**src/rtl/uart_sram_loader.sv**
```systemverilog
// UART byte stream to 16-bit SRAM word loader; ends the load on an idle time-out.
// Optional running checksum of written words when UART_LOADER_CHECKSUM_EN is defined.
module uart_sram_loader #(
   parameter int unsigned TIMEOUT_CYCLES = 50_000_000,
   parameter logic [17:0] START_ADDRESS  = 18'd0
) (
   input  logic        Clock_50,
   input  logic        Reset,
   input  logic        Start,
   input  logic [7:0]  UART_rx_byte,
   input  logic        UART_rx_valid,
   output logic [17:0] SRAM_address,
   output logic [15:0] SRAM_write_data,
   output logic        SRAM_we_n,
   output logic        Busy,
   output logic        Done,
   output logic        Overflow,
   output logic [18:0] Word_count,
   output logic [15:0] Checksum
);

   localparam int          TW         = (TIMEOUT_CYCLES > 2) ? $clog2(TIMEOUT_CYCLES) : 1;
   localparam logic [TW-1:0] TIMER_LAST = TW'(TIMEOUT_CYCLES - 1);
   localparam logic [17:0] LAST_ADDR  = 18'h3FFFF;

   typedef enum logic [2:0] {S_IDLE, S_HIGH, S_LOW, S_FLUSH, S_DONE} state_t;

   state_t        state_q, state_d;
   logic [17:0]   addr_q, addr_d;
   logic [15:0]   data_q, data_d;
   logic          we_n_q, we_n_d;
   logic [18:0]   count_q, count_d;
   logic [TW-1:0] timer_q, timer_d;
   logic          first_seen_q, first_seen_d;
   logic          last_q, last_d;
   logic          overflow_q, overflow_d;

   logic retire, start_accept, timeout, end_reached;

   assign retire       = ~we_n_q;
   assign start_accept = Start && (state_q == S_IDLE || state_q == S_DONE);
   assign timeout      = first_seen_q && (timer_q == TIMER_LAST) && !UART_rx_valid;
   // The top address is used up once its write is in flight or has retired.
   assign end_reached  = last_q || (retire && addr_q == LAST_ADDR);

   // NOTE: every _d gets its default before the case so no path infers a latch.
   always_comb begin
      state_d      = state_q;
      addr_d       = addr_q;
      data_d       = data_q;
      we_n_d       = 1'b1;
      count_d      = count_q;
      timer_d      = timer_q;
      first_seen_d = first_seen_q;
      last_d       = last_q;
      overflow_d   = overflow_q;

      if (retire) begin
         count_d = count_q + 19'd1;
         if (addr_q == LAST_ADDR) last_d = 1'b1;
         else                     addr_d = addr_q + 18'd1;
      end

      if ((state_q == S_HIGH || state_q == S_LOW) && first_seen_q)
         timer_d = timer_q + TW'(1);

      case (state_q)
         S_IDLE, S_DONE: begin
            if (start_accept) begin
               state_d      = S_HIGH;
               addr_d       = START_ADDRESS;
               count_d      = '0;
               timer_d      = '0;
               first_seen_d = 1'b0;
               last_d       = 1'b0;
               overflow_d   = 1'b0;
            end
         end
         S_HIGH: begin
            if (UART_rx_valid) begin
               if (end_reached) begin
                  overflow_d = 1'b1;
                  state_d    = S_DONE;
               end else begin
                  data_d[15:8] = UART_rx_byte;
                  first_seen_d = 1'b1;
                  timer_d      = '0;
                  state_d      = S_LOW;
               end
            end else if (timeout) begin
               state_d = S_DONE;
            end
         end
         S_LOW: begin
            if (UART_rx_valid) begin
               data_d[7:0] = UART_rx_byte;
               we_n_d      = 1'b0;
               timer_d     = '0;
               state_d     = S_HIGH;
            end else if (timeout) begin
               data_d[7:0] = 8'h00;
               state_d     = S_FLUSH;
            end
         end
         S_FLUSH: begin
            // First cycle issues the padded word; the next sees it retire.
            if (retire) state_d = S_DONE;
            else        we_n_d  = 1'b0;
         end
         default: state_d = S_IDLE;
      endcase
   end

   // NOTE: state registers use non-blocking assignments so every flop samples pre-edge values.
   always_ff @(posedge Clock_50 or posedge Reset) begin
      if (Reset) begin
         state_q      <= S_IDLE;
         addr_q       <= START_ADDRESS;
         data_q       <= '0;
         we_n_q       <= 1'b1;
         count_q      <= '0;
         timer_q      <= '0;
         first_seen_q <= 1'b0;
         last_q       <= 1'b0;
         overflow_q   <= 1'b0;
      end else begin
         state_q      <= state_d;
         addr_q       <= addr_d;
         data_q       <= data_d;
         we_n_q       <= we_n_d;
         count_q      <= count_d;
         timer_q      <= timer_d;
         first_seen_q <= first_seen_d;
         last_q       <= last_d;
         overflow_q   <= overflow_d;
      end
   end

`ifdef UART_LOADER_CHECKSUM_EN
   logic [15:0] checksum_q;

   always_ff @(posedge Clock_50 or posedge Reset) begin
      if (Reset)             checksum_q <= '0;
      else if (start_accept) checksum_q <= '0;
      else if (retire)       checksum_q <= checksum_q + data_q;
   end

   assign Checksum = checksum_q;
`else
   assign Checksum = 16'h0000;
`endif

   assign SRAM_address    = addr_q;
   assign SRAM_write_data = data_q;
   assign SRAM_we_n       = we_n_q;
   assign Busy            = (state_q == S_HIGH) || (state_q == S_LOW) || (state_q == S_FLUSH);
   assign Done            = (state_q == S_DONE);
   assign Overflow        = overflow_q;
   assign Word_count      = count_q;

endmodule

```
**config.mk**
```make
export PLATFORM = sky130hd
export DESIGN_NAME = uart_sram_loader
export DESIGN_NICKNAME = d
export VERILOG_FILES = /design/src/rtl/uart_sram_loader.sv
export SDC_FILE = /design/constraint.sdc
export NUM_CORES = 1
export LEC_CHECK = 0
export BUFFER_PORTS_ARGS = -buffer_cell sky130_fd_sc_hd__buf_2
export CORE_ASPECT_RATIO = 2
export CORE_MARGIN = 2
export CORE_UTILIZATION = 55
export DETAILED_ROUTE_END_ITERATION = 12
export PLACE_DENSITY = 0.77
export SYNTH_ARGS = -nofsm -noshare
export SYNTH_HDL_FRONTEND = slang
export SYNTH_SLANG_ARGS = --single-unit
```
**constraint.sdc**
```tcl
create_clock -name Clock_50 -period 6.5 [get_ports Clock_50]
set_input_delay 0.325 -clock Clock_50 [delete_from_list [all_inputs] [get_ports Clock_50]]
set_output_delay 0.325 -clock Clock_50 [all_outputs]
set_load 0.02 [all_outputs]
```
=== Yosys cells after proc, flatten, opt, wreduce, memory -nomap -nowiden ===
Cells that the tools add are included.

* Word-level logic and storage cells: 84
* Register bits: 86
* Output and inout bits: 73

* Mux-type cells: 37
* Eq/ne operators: 13
* Add/sub/neg operators: 3
* Reductions and logical operators: 19
* Bitwise logic cells: 2

{| class="wikitable"
|+ Operator list
! kind !! number
|-
| $mux 26 || 5
|-
| $pmux 26 s3 || 1
|-
| $mux 18 || 4
|-
| $mux 19 || 3
|-
| $add 26x1->26 const B || 1
|-
| $eq 26x26->1 const B || 1
|-
| $mux 3 || 7
|-
| $add 19x1->19 const B || 1
|-
| $add 18x1->18 const B || 1
|-
| $eq 18x18->1 const B || 1
|-
| $mux 8 || 2
|-
| $pmux 3 s4 || 1
|-
| $reduce_and 4->1 || 3
|-
| $mux 1 || 11
|-
| $ne 2x2->1 const B || 5
|-
| $eq 3x2->1 const B || 2
|-
| $ne 3x3->1 const B || 2
|-
| $pmux 1 s2 || 3
|-
| $logic_and 1x1->1 || 5
|-
| $logic_or 1x1->1 || 4
|-
| $reduce_bool 2->1 || 2
|-
| $eq 3x1->1 const B || 1
|-
| $eq 3x3->1 const B || 1
|-
| $logic_not 3->1 || 1
|-
| other kinds (5) || 6
|}

=== Depth between registers and ports, before layout ===
Gate-level depths: netlist (run 1).

* Depth after elaboration: 7
* Depth in mapped cells: 8
* Mapped depth without buffers: 6

=== Worst setup path before layout (run 1) ===
OpenSTA, ideal clock, no wires.

* Path type: reg2reg
* Start: register addr_q[0], in the netlist SRAM_address[0]
* End: register data_q[10], in the netlist SRAM_write_data[10]
* Setup time: 0.125 ns
* Setup slack: 4.460 ns
* Data arrival time: 1.916 ns
* Period minus slack after synthesis: 2.040 ns
* Stages on the path, launching flop included: 8
* Data required time: 6.375 ns
* Cell sequence: dfrtp_1 -> ha_1 -> and3b_1 -> clkbuf_1 -> nand3_1 -> o21ai_1 -> buf_4 -> mux2_2

* Cells in the longest elaborated chain, start to end: 5

{| class="wikitable"
|+ RTL lines
! what !! line !! text
|-
| start: declaration || 29 || <nowiki>logic [17:0] addr_q, addr_d;</nowiki>
|-
| start signal: assignment || 128 || <nowiki>addr_q <= addr_d;</nowiki>
|-
| $eq 18x18->1 || 44 || <nowiki>assign end_reached = last_q || (retire && addr_q == LAST_ADDR);</nowiki>
|-
| $logic_and 1x1->1 || 44 ||
|-
| $logic_or 1x1->1 || 44 ||
|-
| $not 1->1 (no line) || n/a ||
|-
| $reduce_and 3->1 (no line) || n/a ||
|-
| end signal: assignment || 129 || <nowiki>data_q <= data_d;</nowiki>
|-
| end: declaration || 30 || <nowiki>logic [15:0] data_q, data_d;</nowiki>
|}

Every way passes these cells.
A chain may end at the register's enable or synchronous reset.

=== Worst setup path in the final report (run 1) ===
* Start: register addr_q[0], in the netlist SRAM_address[0]
* End: register timer_q[11]

* Cells in the longest elaborated chain, start to end: 6

{| class="wikitable"
|+ RTL lines
! what !! line !! text
|-
| $eq 18x18->1 || 44 ||
|-
| $logic_and 1x1->1 || 44 ||
|-
| $logic_or 1x1->1 || 44 ||
|-
| $mux 26 || 81 || <nowiki>if (end_reached) begin</nowiki>
|-
| $mux 26 || 80 || <nowiki>if (UART_rx_valid) begin</nowiki>
|-
| $pmux 26 s3 || 67 || <nowiki>case (state_q)</nowiki>
|-
| via timer_d[11] || 33 || <nowiki>logic [TW-1:0] timer_q, timer_d;</nowiki>
|-
| end signal: assignment || 132 || <nowiki>timer_q <= timer_d;</nowiki>
|-
| end: declaration || 33 ||
|}

The timed path passes the listed nets, and every way through them passes these cells.

==> results of run 1 <==
[cell usage in the layout, fill, tap and decap left out, drive strengths merged, types with 3 or more instances in the layout]
| cell type | netlist | layout |
|---|---|---|
| ha | 3 | 3 |
| nand4 | 18 | 18 |
| a22o | 9 | 9 |
| nor4 | 8 | 8 |
| xnor2 | 32 | 32 |
| a21oi | 7 | 7 |
| mux2i | 4 | 4 |
| nor2 | 71 | 71 |
| and3 | 7 | 7 |
| nand3 | 11 | 11 |
| and2 | 6 | 6 |
| nor2b | 4 | 4 |
| nor3 | 14 | 14 |
| buf | 25 | 70 |
| nand2 | 33 | 33 |
| and3b | 3 | 3 |
| o21ai | 8 | 8 |
| inv | 12 | 11 |
| clkbuf | 7 | 12 |
| or3 | 4 | 4 |
| and4 | 6 | 6 |
| clkinv | 0 | 3 |
| xor2 | 20 | 20 |
| conb | 1 | 16 |
| a31o | 4 | 4 |
| mux2 | 8 | 8 |
| dfrtp | 85 | 85 |
[final cells by class]
type | instances | area, um^2 | share of cell area [%]
repair buffers | 70 | 355 | 7.05
clock inverters | 4 | 47.5 | 0.943
clock buffers | 12 | 236 | 4.69
flip-flops and latches | 86 | 2150 | 42.7
inverters | 12 | 46.3 | 0.919
well taps | 96 | 120 | 2.38
multi-input cells | 323 | 2080 | 41.3
[report_power, final]
group | total (mW) | switching (mW) | internal, mW
clock network | 0.498 | 0.201 | 0.297
logic | 0.461 | 0.297 | 0.164
registers | 0.697 | 0.0809 | 0.616
total | 1.66 | 0.580 | 1.08
[per-layer routing]
layer  wire, um  up-vias  part of all wire [%]  track usage, %
met5          0        -                     0               0
met4        305        0                   3.1            11.6
li1           -     1613                     -               -
met1       3570     1689                    36            28.6
met3        400       23                   4.0            5.99
met2       5650      114                    57            42.4
[how the worst min path moves through the flow]
stage | startpoint | endpoint
5_1_grt | Start | state_q[2]
3_5_place_dp | SRAM_write_data[3] | SRAM_write_data[3]
3_3_place_gp | Overflow | Overflow
6_report | UART_rx_byte[0] | SRAM_write_data[0]
4_1_cts | Start | state_q[2]
2_1_floorplan | Start | state_q[2]
[registers in the layout, summed over array words and instances (netlist names)]
| register | cells |
|---|---|
| first_seen_q | 1 |
| Word_count | 19 |
| state_q | 3 |
| SRAM_we_n | 1 |
| timer_q | 26 |
| last_q | 1 |
| SRAM_address | 18 |
| Overflow | 1 |
| SRAM_write_data | 16 |
[worst max-delay path, cell delays in order, from the launching register on]
cell and delay [ps]:
dfrtp_1 420, ha_1 220, and3b_1 300, nand3_1 200, o21ai_1 740, nand2_2 520
nor2_1 230
[cell families (layout without fill, tap and decap cells)]
group                      count (synthesis)  count (layout)  synth area share [%]
AOI/OAI and AO/OA                         43              43                  7.47
xor gates and xnor gates                  52              52                  10.7
adders and majority gates                  3               3                 0.849
buffers and inverters                     44              98                  5.57
DFF                                       86              86                  48.7
muxes                                     12              12                  2.94
other                                      1              16                0.0848
and+or+nand+nor                          197             197                  23.7
[metrics by stage]
step	std cells	utilization, %	power (mW)	worst slack [ps]
2_1_floorplan	453	-	1.04	3950
3_3_place_gp	587	60.3	1.15	3940
3_5_place_dp	587	60.3	1.17	3820
4_1_cts	603	63.9	1.67	3780
5_1_grt	603	63.9	1.74	3450
6_report	603	63.9	1.66	3790
==> run metrics, run 1 <==
routed wire length around 9.9 mm; number of global-route vias before repair 3,313; Slew Limit Fails 0; Syn Area/Cell 10.1 um^2; Port Buffers 68; Worst setup SP type flip-flop; hold violation count in the final report 0; clock buffer count from CTS 9; share of layout cells above drive strength 1 21.9%; Post-DP Area about 4800 um^2; Root Driver clkbuf_16; ANT nets after route 0; register area share after synthesis 48.7%; I/O pin total 85; Crit Path Category reg2reg; num rows 46; Worst R2R Path Depth 6; Setup TNS Final 0 ps; RSZ-0062 raised after global routing no; fmax between 300 and 400 MHz; max cap viols 0; CP startpoint SRAM_address[0]; crit share post-route 41.7%; DR iter-0 viols 244; drt wl/cell approximately 16 um; final net count 517; Synth Register Bits 86; power per cell area ~330 nW/um^2; clock sinks 86; synth unique cells 59; status complete, no violations; Final min period 2710 ps; clock transition at the registers of the reported paths 60 ps; Worst Setup End Kind flip-flop; die area roughly 9000 um^2; H-tree depth 3; drt drc 0; final global-route overflow total 0; EDFF count, synth 0; actual slew at the worst max-slew pin 1070 ps; routability congestion estimate about 0.93; list of most frequent post-synthesis cells dfrtp_1 (85), nor2_1 (71), xnor2_1 (32); Peak VDD IR 0.000251 V; Worst setup endpoint timer_q[11]; Placeable Area 7890 um^2; vias 3,439; count leader, synth dfrtp_1; Clk Latency, worst-skew pair 340 ps; Synth area leaders dfrtp_1 (48%), xnor2_1 (6.3%), nor2_1 (6.0%); area share of the largest cell type after synthesis about half; # hold bufs at CTS 0; Crit Reg-Reg Startpoint SRAM_address[0]; Die X 67.4 um; first-pass GRT wire length ~16 mm; post-route cell area 5040 um^2; setup slack, reg-to-reg 3790 ps; YS warnings 0; relative slew slack ~28%; first drt pass iteration count 5; largest net degree at the start of global routing between 80 and 90; Post-Syn Area 4420 um^2; hold path cells 2; initial core utilization 56.1%; Hold WS 222 ps; initial antenna violation count 0; CP max FO 25; Post-synth ARST share 100%; cells after synthesis 438; largest area contributor in the netlist dfrtp_1; crit path DAT 2970 ps; fillers between 600 and 700; CTS tree yes; via density per instance between 5 and 6; Ant. Diodes 0; Layout area overhead 13.9%; Post-synth top flop dfrtp_1; DP Wirelength 7.03 mm; skew final 7.32 ps; RR Endpoint timer_q[11]; Post-CTS Setup Inserts 0; die height ~130 um; post-CTS sizing 0; Tot GR Track Use around a quarter; # setup viols final 0; Longest Clk Path Bufs 2; CP required 6760 ps; Hold Path Class in2reg; Pleak 2.38 nW
Power figures use the tool's default switching activity.
==> run 2: changes to the inputs <==
--- a/config.mk
+++ b/config.mk
@@ -5,12 +5,13 @@
 export SDC_FILE = /design/constraint.sdc
 export NUM_CORES = 1
 export LEC_CHECK = 0
+export ABC_AREA = 1
 export BUFFER_PORTS_ARGS = -buffer_cell sky130_fd_sc_hd__buf_2
 export CORE_ASPECT_RATIO = 2
 export CORE_MARGIN = 2
 export CORE_UTILIZATION = 55
 export DETAILED_ROUTE_END_ITERATION = 12
-export PLACE_DENSITY = 0.77
+export PLACE_DENSITY = 0.76
 export SYNTH_ARGS = -nofsm -noshare
 export SYNTH_HDL_FRONTEND = slang
 export SYNTH_SLANG_ARGS = --single-unit
==> constraint.sdc (replaced) <==
create_clock -name Clock_50 -period 2.67 [get_ports Clock_50]
set_input_delay 0.1335 -clock Clock_50 [delete_from_list [all_inputs] [get_ports Clock_50]]
set_output_delay 0.1335 -clock Clock_50 [all_outputs]
set_load 0.02 [all_outputs]
==> run metrics, run 2 <==
Hold Path Class in2reg; largest net degree at the start of global routing 87; register area share after synthesis between 40% and 50%; Post-synth top flop dfrtp_1; final std cells w/o fill 870; CP max FO 12; Reg with most FFs timer_q; Synth Register Bits 86; Crit path largest cell delay 410 ps; clock transition at the registers of the reported paths 60 ps; Peak VDD IR 0.000606 V; list of most frequent post-synthesis cells nand2_1 (206), nor2_1 (115), dfrtp_1 (85); initial core utilization 56.6%; fmax 467 MHz; Clk Latency, worst-skew pair 340 ps; num rows 49; skew final 5.90 ps; Longest Clk Path Bufs 2; Final Util 64.1%; final global-route overflow total 0; EDFF count, synth 0; CTS tree yes; actual slew at the worst max-slew pin 755 ps; most common cell after layout, fill and taps aside nand2_1; Post-Syn Area a little over 5000 um^2; RSZ-0062 raised after global routing no; Setup WS pre-CTS 547 ps; Syn Area/Cell approximately 7.3 um^2; Die X just over 70 um; DP Wirelength between 8 and 9 mm; commonest cells after routing, fill and taps aside nand2_1 (206), nor2_1 (115), dfrtp_1 (85), buf_2 (68), nand3_1 (56); routed wire length 12.4 mm; largest area contributor in the netlist dfrtp_1; Worst setup SP type flip-flop; via density per instance 5.35; CP max-delay cell dfrtp_1; ANT nets after route 0; DR iter-0 viols 307; max cap viols 0; final net count between 700 and 800; CP required about 2900 ps; hold path startpoint UART_rx_byte[6]; hold path cells 3; synth unique cells 37; die area 10,100 um^2; Crit Reg-Reg Startpoint SRAM_address[0]; I/O pin total 85; first drt pass iteration count 5; Worst Setup End Kind flip-flop; routability congestion estimate 1.03; clock sinks 86; die height between 100 and 150 um; Synth area leaders dfrtp_1 (42%), nand2_1 (15%), nor2_1 (8.5%); count leader, synth nand2_1; Ant. Diodes 0; # setup viols final 0; cells after synthesis 697; Worst R2R Path Depth 10; RR Endpoint SRAM_write_data[8]; post-CTS sizing 0; drt wl/cell approximately 14 um; max reg flops 26; fillers 832; Slew Limit Fails 0; vias 4,656; crit path DAT 2370 ps; Crit Path Category reg2reg; Pleak approximately 2.8 nW; power per cell area 963 nW/um^2; Tot GR Track Use between 20% and 30%; number of global-route vias before repair 4,461; Root Driver clkbuf_16; setup slack, reg-to-reg 530 ps; initial antenna violation count 0; Placeable Area between 9000 and 10,000 um^2; share of layout cells above drive strength 1 between 10% and 20%; hold violation count in the final report 0; relative slew slack 49.6%; setup ws final roughly 530 ps; worst-path cell chain ha_1 > inv_1 > nor2_4 > nand2_2 > nor2_4 > nand3_2 > nand4_1 > inv_1 > nand2_1 > nand2_1; drt drc 0; crit share post-route about four fifths; Layout area overhead 13.3%; Setup TNS Final 0 ps; area share of the largest cell type after synthesis 41.7%; status complete, no violations; H-tree depth 3; YS warnings 0; Post-synth ARST share 100%; Hold Crit Endpoint SRAM_write_data[14]; clock buffer count from CTS 9; Multi-input gate area between 2000 and 3000 um^2; Register Area roughly 2200 um^2; Port Buffers 68; Final min period about 2100 ps; placed insts approximately 850; Post-CTS Setup Inserts 0; first-pass GRT wire length 20.6 mm
## run 2: cell count changes after synthesis, sizes merged, moves of 22 or more
cell and delta:
nor2 +70, xnor2 -22, nand3 +48, o21ai +27, nand2 +180, inv +45
## run 2: power by group
part	total [mW]	switching, mW	internal, mW	leakage (nW)
logic	2.15	1.44	0.702	1.47
clock network	1.36	0.517	0.847	0.160
registers	2.05	0.391	1.66	1.15
## run 2: what timing repair did
action,4_1_cts,5_1_grt
endpoints found under the setup margin,0,0
hold endpoints to repair,85,0
hold buffers,1,0
## run 2: cell type report
class / count / share of cell area (%)
timing repair buffer: 72 / 6.67
multi-input combinational: 536 / 44.4
tap: 102 / 2.21
clock buffer: 11 / 4.20
inverter: 58 / 3.79
sequential: 86 / 37.3
clock inverter: 5 / 1.43
## run 2: layer usage
metal	routed length [um]	track usage [%]	part of all wire, %
met5	0	0	0
met4	535	13.0	4.3
met3	430	3.38	3.5
met2	6790	46.5	55
met1	4610	28.0	37
## run 2: how the worst max path moves through the flow
stage                          to  slack, ps            start
2_1_floorplan            Overflow        320            Reset
3_3_place_gp   SRAM_write_data[8]        660  SRAM_address[0]
3_5_place_dp   SRAM_write_data[8]        550  SRAM_address[0]
4_1_cts        SRAM_write_data[8]        520  SRAM_address[0]
5_1_grt        SRAM_write_data[8]        320  SRAM_address[0]
6_report       SRAM_write_data[8]        530  SRAM_address[0]
## run 2: metrics by stage
step	power, mW	instance area, um^2	hold WS [ps]
after floorplan	3.65	5150	243
after global placement	4.15	5440	257
after detailed placement	4.20	5440	267
after CTS	5.59	5770	4.19
after global routing	5.94	5770	14.2
final	5.56	5770	9.60
## run 2: worst max-delay path: cells and delay by family, from the launching register on
kind | cells | cell delay, ps
DFF | 1 | 410
and+or+nand+nor | 7 | 1070
buffers and inverters | 2 | 310
adders and majority gates | 1 | 240
## run 2: kinds of logic (layout without fill, tap and decap cells)
logic type / count (synthesis) / after routing / share of synthesized area (%)
xor gates and xnor gates: 32 / 32 / 5.50
AOI/OAI and AO/OA: 53 / 53 / 5.82
adders and majority gates: 3 / 3 / 0.736
DFF: 86 / 86 / 42.2
and+or+nand+nor: 429 / 429 / 36.5
muxes: 3 / 3 / 0.589
buffers and inverters: 90 / 146 / 8.59
other: 1 / 16 / 0.0735
